--- config.mk ---
export PLATFORM = sky130hd
export DESIGN_NAME = seq_slice_adder
export DESIGN_NICKNAME = d
export VERILOG_FILES = /design/src/rtl/seq_slice_adder.sv
export SDC_FILE = /design/constraint.sdc
export NUM_CORES = 1
export LEC_CHECK = 0
export BUFFER_PORTS_ARGS = -buffer_cell sky130_fd_sc_hd__buf_2
export CAP_MARGIN = 20
export CORE_MARGIN = 4
export CORE_UTILIZATION = 35
export CTS_BUF_LIST = sky130_fd_sc_hd__clkbuf_2
export DETAILED_ROUTE_END_ITERATION = 10
export GPL_TIMING_DRIVEN = 0
export PLACE_DENSITY_LB_ADDON = 0.05
export SETUP_SLACK_MARGIN = 0.5
export SLEW_MARGIN = 25
export SYNTH_ARGS = -nofsm -noshare
export SYNTH_HDL_FRONTEND = slang
export SYNTH_SLANG_ARGS = --single-unit
--- constraint.sdc ---
create_clock -name clk -period 3 [get_ports clk]
set_input_delay 0 -clock clk [delete_from_list [all_inputs] [get_ports clk]]
set_output_delay 0 -clock clk [all_outputs]
set_load 0.02 [all_outputs]
--- src/rtl/seq_slice_adder.sv ---
`default_nettype none
// ============================================================================
//  Module   : seq_slice_adder
//  Purpose  : Serial add/subtract unit. Processes one 4-bit slice per clock,
//             least significant slice first, using a 4-bit lookahead carry
//             per slice and a registered carry between slices.
//  Revision : 1.0  initial release
// ============================================================================
module seq_slice_adder #(
    parameter int WIDTH = 16
) (
    input  logic             clk,
    input  logic             rst_n,
    input  logic             start,
    input  logic             sub,
    input  logic [WIDTH-1:0] a,
    input  logic [WIDTH-1:0] b,
    output logic             busy,
    output logic             done,
    output logic [WIDTH-1:0] result,
    output logic             cout,
    output logic             ovf,
    output logic             zero
);

    localparam int N  = WIDTH / 4;
    localparam int KW = (N > 1) ? $clog2(N) : 1;
    localparam logic [KW-1:0] K_LAST = KW'(N - 1);

    typedef enum logic [1:0] {
        ST_IDLE = 2'd0,
        ST_RUN  = 2'd1,
        ST_DONE = 2'd2
    } state_t;

    state_t           state_q;
    logic [WIDTH-1:0] a_q, b_q;      // operands, shifted right one slice per cycle
    logic [WIDTH-1:0] sum_q;         // partial sums, shifted in from the top
    logic             carry_q;       // carry into the current slice
    logic [KW-1:0]    k_q;           // current slice index
    logic             busy_q, done_q, cout_q, ovf_q, zero_q;
    logic [WIDTH-1:0] result_q;

    logic [3:0]       w_d, w_f, w_p, w_sum;
    logic [WIDTH-1:0] w_final;

    // Slice lookahead carries and sum for the current low slice of the operands
    always_comb begin
        w_d = a_q[3:0] & b_q[3:0];
        w_f = a_q[3:0] | b_q[3:0];
        w_p[0] = w_d[0] | (w_f[0] & carry_q);
        w_p[1] = w_d[1] | (w_f[1] & w_d[0]) | (w_f[1] & w_f[0] & carry_q);
        w_p[2] = w_d[2] | (w_f[2] & w_d[1]) | (w_f[2] & w_f[1] & w_d[0])
               | (w_f[2] & w_f[1] & w_f[0] & carry_q);
        w_p[3] = w_d[3] | (w_f[3] & w_d[2]) | (w_f[3] & w_f[2] & w_d[1])
               | (w_f[3] & w_f[2] & w_f[1] & w_d[0])
               | (w_f[3] & w_f[2] & w_f[1] & w_f[0] & carry_q);
        w_sum  = a_q[3:0] ^ b_q[3:0] ^ {w_p[2:0], carry_q};
        // On the last slice the shift buffer plus the new slice is the full result
        w_final = {w_sum, sum_q[WIDTH-1:4]};
    end

    // Control FSM with registered datapath and outputs
    always_ff @(posedge clk or negedge rst_n) begin
        if (!rst_n) begin
            state_q  <= ST_IDLE;
            a_q      <= '0;
            b_q      <= '0;
            sum_q    <= '0;
            carry_q  <= 1'b0;
            k_q      <= '0;
            busy_q   <= 1'b0;
            done_q   <= 1'b0;
            result_q <= '0;
            cout_q   <= 1'b0;
            ovf_q    <= 1'b0;
            zero_q   <= 1'b0;
        end else begin
            case (state_q)
                ST_IDLE, ST_DONE: begin
                    done_q <= 1'b0;
                    if (start) begin
                        a_q     <= a;
                        b_q     <= sub ? ~b : b;
                        carry_q <= sub;
                        k_q     <= '0;
                        busy_q  <= 1'b1;
                        state_q <= ST_RUN;
                    end else begin
                        state_q <= ST_IDLE;
                    end
                end
                ST_RUN: begin
                    a_q     <= a_q >> 4;
                    b_q     <= b_q >> 4;
                    sum_q   <= w_final;
                    carry_q <= w_p[3];
                    k_q     <= k_q + 1'b1;
                    if (k_q == K_LAST) begin
                        // Carry into the MSB is w_p[2] of the top slice
                        result_q <= w_final;
                        cout_q   <= w_p[3];
                        ovf_q    <= w_p[3] ^ w_p[2];
                        zero_q   <= (w_final == '0);
                        busy_q   <= 1'b0;
                        done_q   <= 1'b1;
                        state_q  <= ST_DONE;
                    end
                end
                default: begin
                    state_q <= ST_IDLE;
                    busy_q  <= 1'b0;
                    done_q  <= 1'b0;
                end
            endcase
        end
    end

    assign busy   = busy_q;
    assign done   = done_q;
    assign result = result_q;
    assign cout   = cout_q;
    assign ovf    = ovf_q;
    assign zero   = zero_q;

endmodule
`default_nettype wire

Word-level counts from Yosys, hierarchy flattened. Index checks and enable logic that the tools add are counted.

Bits in registers: 74. Latch bits: 0. Bits in writable memories: 0. ROM bits: 0. Output and inout bits: 21. Word-level logic and storage cells: 74. Memories kept: 0.

Add/sub/neg operators: 1. Multipliers: 0. Div/mod/pow operators: 0. Magnitude comparators: 0. Eq/ne operators: 5. Shift operators: 0. Multiplexer cells: 17. Bitwise gates (word level): 32. Reduce and logical (&&, ||, !) cells: 7.

Operator list (count): 16-bit one-hot mux with 2 select lines (2); 16-bit two-way mux (3); 1-bit AND (16); 16-bit zero test (1); 16-bit NOT (1); 1-bit bitwise OR (10); 2-bit one-hot mux with 2 select lines (2); 4-bit XOR (2); 1-bit two-way mux (6); 2-bit AND reduction (3); 4-bit AND (1); 2-bit == test, second input constant (2); 2-bit two-way mux (2); 2-bit != test, second input constant (2); 4-bit bitwise OR (1); 1-bit one-hot mux with 2 select lines (2); 2-bit by 1-bit adder with 2-bit output, second input constant (1); 2-bit by 1-bit == test with 1-bit output, second input constant (1); 2-bit zero test (1); 2-bit nonzero test (1); 2-bit OR reduction (1); 1-bit XOR (1).

Logic depth before layout (Yosys ltp). Gate-level depths: netlist of the first run.

Word-level depth: 7. Mapped depth: 7. Depth with buffers taken out: 7.

Least setup slack after synthesis of the first run. Ideal clock, no wire load.

Kind: reg2reg. Start point: register a_q[0]. End point: register zero_q (netlist: zero). Setup time: 0.066 ns. Arrival time: 1.634 ns. Data required time: 2.934 ns. Path slack: 1.301 ns. Stages on the path, launching flop included: 7. Clock period less this slack: 1.699 ns. Cells stage by stage: dfrtp_1 > inv_1 > fa_1 > nor4b_1 > nand4_1 > nor4_2 > a32o_2.

Word-level cells in the longest chain between the ends: 6. Elaborated cells between the ends (all ways): 17.

RTL lines: start: declaration (RTL line 37) `logic [WIDTH-1:0] a_q, b_q;`; start signal: assignment (RTL line 94) `a_q <= a_q >> 4;`; 4-bit AND or 4-bit bitwise OR (tied branches) (RTL line 49, 50); 1-bit AND (on tied branches) (RTL line 52, 53, 54); 1-bit bitwise OR (tied with other cells) (RTL line 52) `w_p[1] = w_d[1] | (w_f[1] & w_d[0]) | (w_f[1] & w_f[0] & carry_q);`; 1-bit bitwise OR (on tied branches) (RTL line 52, 54); 4-bit XOR * (RTL line 58) `w_sum = a_q[3:0] ^ b_q[3:0] ^ {w_p[2:0], carry_q};`; 16-bit zero test * (RTL line 104) `zero_q <= (w_final == '0);`; end signal: assignment (RTL line 104); end: declaration (RTL line 41) `logic busy_q, done_q, cout_q, ovf_q, zero_q;`.

Every way passes the cells marked *; elsewhere a longest branch is shown, timed or not. A chain may end at the register's enable or synchronous reset.

Final worst setup path of the first run. Ends and elaborated chain as after synthesis.

==> results.json, run 1 <==
{
  "post-route-util_pct": 46.4,
  "critPathLaunchType": "register",
  "p_leak_nw": 1.95,
  "dp.cells": 447,
  "arrival_ns": 2.48,
  "synthCells": 283,
  "yosys_warnings": 0,
  "htreeDepth": 3,
  "yosys.area_share.simple_pct": 12.3,
  "io_pins": 57,
  "synth-compound-area-share_pct": 13.2,
  "detailed_place_hpwl_um": 5080,
  "cts_root_buf": "clkbuf_2",
  "powerDensity_mw_per_mm2": 969,
  "worst_pin_slew_ns": 0.504,
  "skew_ns": 0.0372,
  "synth-edff-count": 0,
  "ff_latch_area_mm2": 0.00173,
  "path_max_fanout": 3,
  "rsz0062_at_grt": "no",
  "cp-end-kind": "register",
  "synth_top_family_by_area": "compound AO/OA/AOI/OAI gates",
  "yosysMostFrequentCell": "dfrtp_1",
  "antenna_found_initial": 0,
  "cts_resized": 0,
  "routed_via_density": 4.71,
  "grt_max_degree": 47,
  "max-vdd-ir-drop_uv": 389,
  "cts_sinks": 69,
  "drc": 0,
  "crit_type": "register to register",
  "synthXorXnorAreaFrac_pct": 5.39,
  "wl_um": 7340,
  "hold_end": "b_q[5]$_DFFE_PN0P_",
  "tns_ns": 0,
  "finalMaxSlewViolations": 0,
  "slew_headroom_pct": 66.4,
  "dieHeight_um": 102,
  "num_rows": 34,
  "synth_top_area_cell": "dfrtp_1",
  "dieArea_mm2": 0.0104,
  "ys.flop_type": "dfrtp_1",
  "status": "complete, no violations",
  "synth_top_area_share_pct": 55.9,
  "syn_area_mm2": 0.00309,
  "initial_core_util_pct": 35.8,
  "r2r-start": "a_q[0]$_DFFE_PN0P_",
  "drt_iter0_markers": 59,
  "layoutNonFillerInstCount": 500,
  "clk_latency_ns": 0.51,
  "cpMaxStageDelayCell": "fa_1",
  "track_usage_pct": 15.7,
  "drt_first_pass_iters": 4,
  "synth.net_count": 330,
  "grt_pass1_vias": 2482,
  "routedWlPerCell_um": 14.7,
  "die_w_um": 102,
  "setup_violations": 0,
  "synth-async-reset-ratio_pct": 100,
  "coreArea_mm2": 0.00864,
  "num_antenna_cells": 0,
  "grt_pass1_wl_um": 12500,
  "place_ws_ns": 0.986,
  "grt_remaining_overflow": 0,
  "area_delta_synth_final_pct": 29.7,
  "num-fill-cells": 851,
  "multi_input_area_mm2": 0.00123,
  "worst_slack_ns": 0.958,
  "holdWs_ns": 0.0436,
  "nets": 435,
  "ys_types": 33,
  "seq_area_frac_synth_pct": 55.9,
  "worstReg2RegEnd": "zero$_DFFE_PN0P_",
  "finalCriticalPeriod_ns": 2.04,
  "ff2ff_setup_slack_ns": 0.96,
  "clk_path_buf_depth": 2,
  "synth_fa_ha_area_share_pct": 4.70,
  "synthMuxAreaShare_pct": 4.38,
  "path_cells": "inv_1 -> fa_1 -> nor4b_1 -> nand4_1 -> nor4_2 -> a32o_2",
  "reg2reg_depth": 6,
  "ant_nets": 0,
  "clk_pin_slew_ns": 0.18,
  "drive_gt1_share_pct": 23.5,
  "worst_hold_startpoint": "sub",
  "place_congestion": 0.752,
  "hold_depth": 4,
  "cap_violations": 0,
  "io_buffer_count": 55,
  "worst-endpoint-required_ns": 3.43,
  "synthTopCellsByCount": "69 x dfrtp_1, 56 x nand2_1, 17 x nor2_1, 17 x xnor2_1, 16 x a221o_1",
  "final.period_utilization_pct": 68.1,
  "finalHoldViolCount": 0,
  "cts-buffers-inserted": 9,
  "syn_avg_cell_area_um2": 10.9,
  "fmax_ghz": 0.490,
  "synthTopCellsByArea": "dfrtp_1 56%, nand2_1 6.8%, a221o_1 5.2%, xnor2_1 4.8%, ha_1 4.1%",
  "vias": 2356,
  "yosys_register_bits": 69,
  "hold_path_class": "primary input to register",
  "cpPeakStageDelay_ns": 0.61,
  "cts_tree": "done"
}
==> registers in the layout, indices dropped and copies added, names as in the netlist <==
name     count
b_q         16
ovf          1
zero         1
carry_q      1
result      16
sum_q       12
busy         1
state_q      2
a_q         16
k_q          2
cout         1
==> where the power goes <==
group / internal [mW] / switching [mW] / leakage (nW) / total, mW
Sequential: 1.35 / 0.286 / 0.867 / 1.63
Clock: 0.180 / 0.327 / 0.0626 / 0.507
Combinational: 0.727 / 1.01 / 1.02 / 1.74
==> through the flow <==
stage,power [mW],instance area [um2]
floorplan,2.82,3090
global placement,3.37,3500
detailed placement,3.41,3530
CTS,3.95,4010
global route,4.23,4000
finish,3.88,4000
==> layer usage <==
metal | vias up | part of all wire, % | GRT usage [%]
met5 | - | 0 | 0
met2 | 50 | 48 | 25.9
met3 | 10 | 4.4 | 4.30
met1 | 1114 | 46 | 20.0
li1 | 1182 | - | -
met4 | 0 | 1.7 | 5.65
==> critical path, delay by kind of cell, from the launching register on <==
kind | cells | cell delay (ns)
buffers and inverters | 1 | 0.10
flip-flops | 1 | 0.42
AO/OA/AOI/OAI | 1 | 0.21
AND/OR/NAND/NOR | 3 | 0.64
adder cells (fa/ha/maj) | 1 | 0.61
==> layout make-up <==
class,count,area share (%)
plain buffers,17,2.03
clock buffers,9,1.13
repair buffers,94,17.0
inverters,12,1.13
multi-input cells,185,30.8
clock inverters,6,1.37
flip-flops and latches,69,43.1
well taps,108,3.38
==> placed cells by master (no fill, tap or decap), types with 9 or more instances in the layout <==
cell,netlist,layout
a221o_1,16,16
dfrtp_1,69,69
a22oi_1,9,9
o21ai_0,9,9
xnor2_1,17,17
mux2_1,9,9
nor2_1,17,17
ha_1,10,10
dlygate4sd3_1,0,37
nand2_1,56,56
clkbuf_2,0,9
inv_1,10,10
o21ai_1,10,10
buf_2,11,66
==> timing repair <==
action / 4_1_cts / 5_1_grt
endpoints found under the setup margin: 0 / 0
buffers inserted: 0 / 0
hold endpoints to repair: 102 / 0
hold buffers: 38 / 0
==> cell families after synthesis <==
group | count (synthesis)
simple gates | 88
flops | 69
compound gates | 55
buf+inv | 29
xor+xnor | 19
mux | 12
fa+ha+maj | 11
==> worst max path at each step <==
stage,from,cells after the start,endpoint
global route,a_q[0]$_DFFE_PN0P_,6,zero$_DFFE_PN0P_
finish,a_q[0]$_DFFE_PN0P_,6,zero$_DFFE_PN0P_
CTS,a_q[0]$_DFFE_PN0P_,6,zero$_DFFE_PN0P_
detailed placement,a_q[0]$_DFFE_PN0P_,6,zero$_DFFE_PN0P_
floorplan,a_q[0]$_DFFE_PN0P_,6,zero$_DFFE_PN0P_
global placement,a_q[0]$_DFFE_PN0P_,6,zero$_DFFE_PN0P_
No activity file was read; power rests on OpenSTA's default activity.
==> run 2, diff against run 1 <==
- clock period: 3 -> 2.1 ns (I/O delays scaled with it)
==> results.json, run 2 (synthesis gave the netlist of run 1 again) <==
{
  "status": "complete, no violations",
  "cts_sinks": 69,
  "clkPwrFrac_pct": 12.9,
  "final_common_cell": "dfrtp_1",
  "critPathLaunchType": "register",
  "cts_root_buf": "clkbuf_2",
  "io_buffer_count": 55,
  "grt_pass1_wl_um": 12000,
  "cpMaxStageDelayCell": "fa_1",
  "ant_nets": 0,
  "layout_common_cells": "69 x dfrtp_1, 63 x buf_2, 56 x nand2_1, 37 x dlygate4sd3_1",
  "path_max_fanout": 3,
  "die_w_um": 102,
  "num_antenna_cells": 0,
  "cts-buffers-inserted": 9,
  "track_usage_pct": 15.1,
  "hold_path_class": "primary input to register",
  "layoutNonFillerInstCount": 504,
  "htreeDepth": 3,
  "io_pins": 57,
  "max-vdd-ir-drop_uv": 371,
  "post-route-util_pct": 47.3,
  "grt_max_degree": 41,
  "rsz0062_at_grt": "yes",
  "arrival_ns": 2.34,
  "wl_um": 7240,
  "slew_headroom_pct": 69.6,
  "finalMaxSlewViolations": 0,
  "finalHoldViolCount": 0,
  "grt_remaining_overflow": 0,
  "worst-endpoint-required_ns": 2.53,
  "place_area_mm2": 0.00353,
  "coreArea_mm2": 0.00864,
  "setup_violations": 0,
  "swShare_pct": 41.4,
  "clk_path_buf_depth": 2,
  "cpPeakStageDelay_ns": 0.60,
  "antenna_found_initial": 0,
  "drt_first_pass_iters": 4,
  "place_congestion": 0.782,
  "cap_violations": 0,
  "p_leak_nw": 2.00,
  "detailed_place_hpwl_um": 5080,
  "powerDensity_mw_per_mm2": 1410,
  "clk_pin_slew_ns": 0.19,
  "drt_iter0_markers": 78,
  "fmax_ghz": 0.524,
  "num_rows": 34,
  "routed_via_density": 4.67,
  "dieHeight_um": 102,
  "crit_type": "register to register",
  "path_cells": "inv_2 -> fa_1 -> nor4b_2 -> nand4_1 -> nor4_2 -> a32o_2",
  "cts_tree": "done",
  "nets": 439,
  "grt_pass1_vias": 2349,
  "pwr-share-seq_pct": 40.4,
  "dieArea_mm2": 0.0104,
  "drive_gt1_share_pct": 26.3,
  "finalCriticalPeriod_ns": 1.91,
  "internal_power_mw": 3.37,
  "drc": 0,
  "cp-end-kind": "register",
  "fin_area_mm2": 0.00409,
  "vias": 2352,
  "initial_core_util_pct": 35.8,
  "routedWlPerCell_um": 14.4,
  "clk_latency_ns": 0.50,
  "dp.cells": 447,
  "skew_ns": 0.0375,
  "netSwitchingPower_mw": 2.38,
  "tns_ns": 0,
  "worst_pin_slew_ns": 0.456,
  "area_delta_synth_final_pct": 32.3,
  "final.period_utilization_pct": 90.8,
  "p_comb_share_pct": 46.7
}
[run 2: cell count changes in the layout (fill, tap and decap cells not counted), moves of 2 or more]
cell / before / now
buf_12: 0 / 2
buf_4: 2 / 6
o21ai_0: 9 / 7
clkbuf_2: 9 / 13
clkbuf_1: 5 / 2
o21ai_1: 10 / 12
buf_2: 66 / 63
[run 2: layer usage]
layer / wire length [um] / global-route usage [%]
met3: 289 / 2.87
met4: 145 / 7.06
met2: 3360 / 23.0
met1: 3440 / 20.9
met5: 0 / 0
[run 2: worst max-delay path, delay by kind of cell, from the launching register on]
| family | cells | cell delay (ns) |
|---|---|---|
| adder cells (fa/ha/maj) | 1 | 0.60 |
| AND/OR/NAND/NOR | 3 | 0.57 |
| flip-flops | 1 | 0.40 |
| AO/OA/AOI/OAI | 1 | 0.21 |
| buffers and inverters | 1 | 0.06 |
[run 2: power by group through the flow]
stage	registers [mW]	clock network, mW	logic [mW]
floorplan	2.48	0	1.57
global placement	2.37	0	2.45
detailed placement	2.38	0	2.49
CTS	2.34	0.768	2.65
global route	2.41	0.822	3.04
finish	2.33	0.740	2.69
[run 2: final timing paths]
kind	startpoint	to	slack, ns	cells after the start
min	sub	b_q[4]$_DFFE_PN0P_	0.05	4
max in group asynchronous	rst_n	carry_q$_DFFE_PN0P_	1.35	4
max	a_q[0]$_DFFE_PN0P_	zero$_DFFE_PN0P_	0.19	6
min reg2reg	a_q[10]$_DFFE_PN0P_	a_q[10]$_DFFE_PN0P_	0.50	2
min in group asynchronous	rst_n	result[5]$_DFFE_PN0P_	0.50	4
max reg2reg	a_q[0]$_DFFE_PN0P_	zero$_DFFE_PN0P_	0.19	6
[run 2: layout make-up]
cell class / instances / area [um2]
Fill cell: 841 / 4550
Sequential cell: 69 / 1730
Multi-Input combinational cell: 185 / 1260
Timing Repair Buffer: 98 / 718
Tap cell: 108 / 135
Buffer: 17 / 93.8
Clock inverter: 5 / 52.6
Clock buffer: 10 / 50.0
Inverter: 12 / 45.0
[run 2: stage by stage]
stage	hold WS (ns)	setup WS [ns]	power, mW
6_report	0.0451	0.193	5.76
5_1_grt	0.0126	0.0453	6.27
4_1_cts	0.00340	0.174	5.76
3_5_place_dp	-0.0315	0.189	4.87
3_3_place_gp	0.216	0.209	4.82
2_1_floorplan	-0.296	0.469	4.05
[run 2: timing repair]
item | in CTS | in global routing
hold buffers | 38 | 0
endpoints found under the setup margin | 10 | 24
pin swaps | 2 | 4
resized for setup | 5 | 9
buffers inserted | 3 | 1
cloned | 0 | 0
hold endpoints to repair | 102 | 0
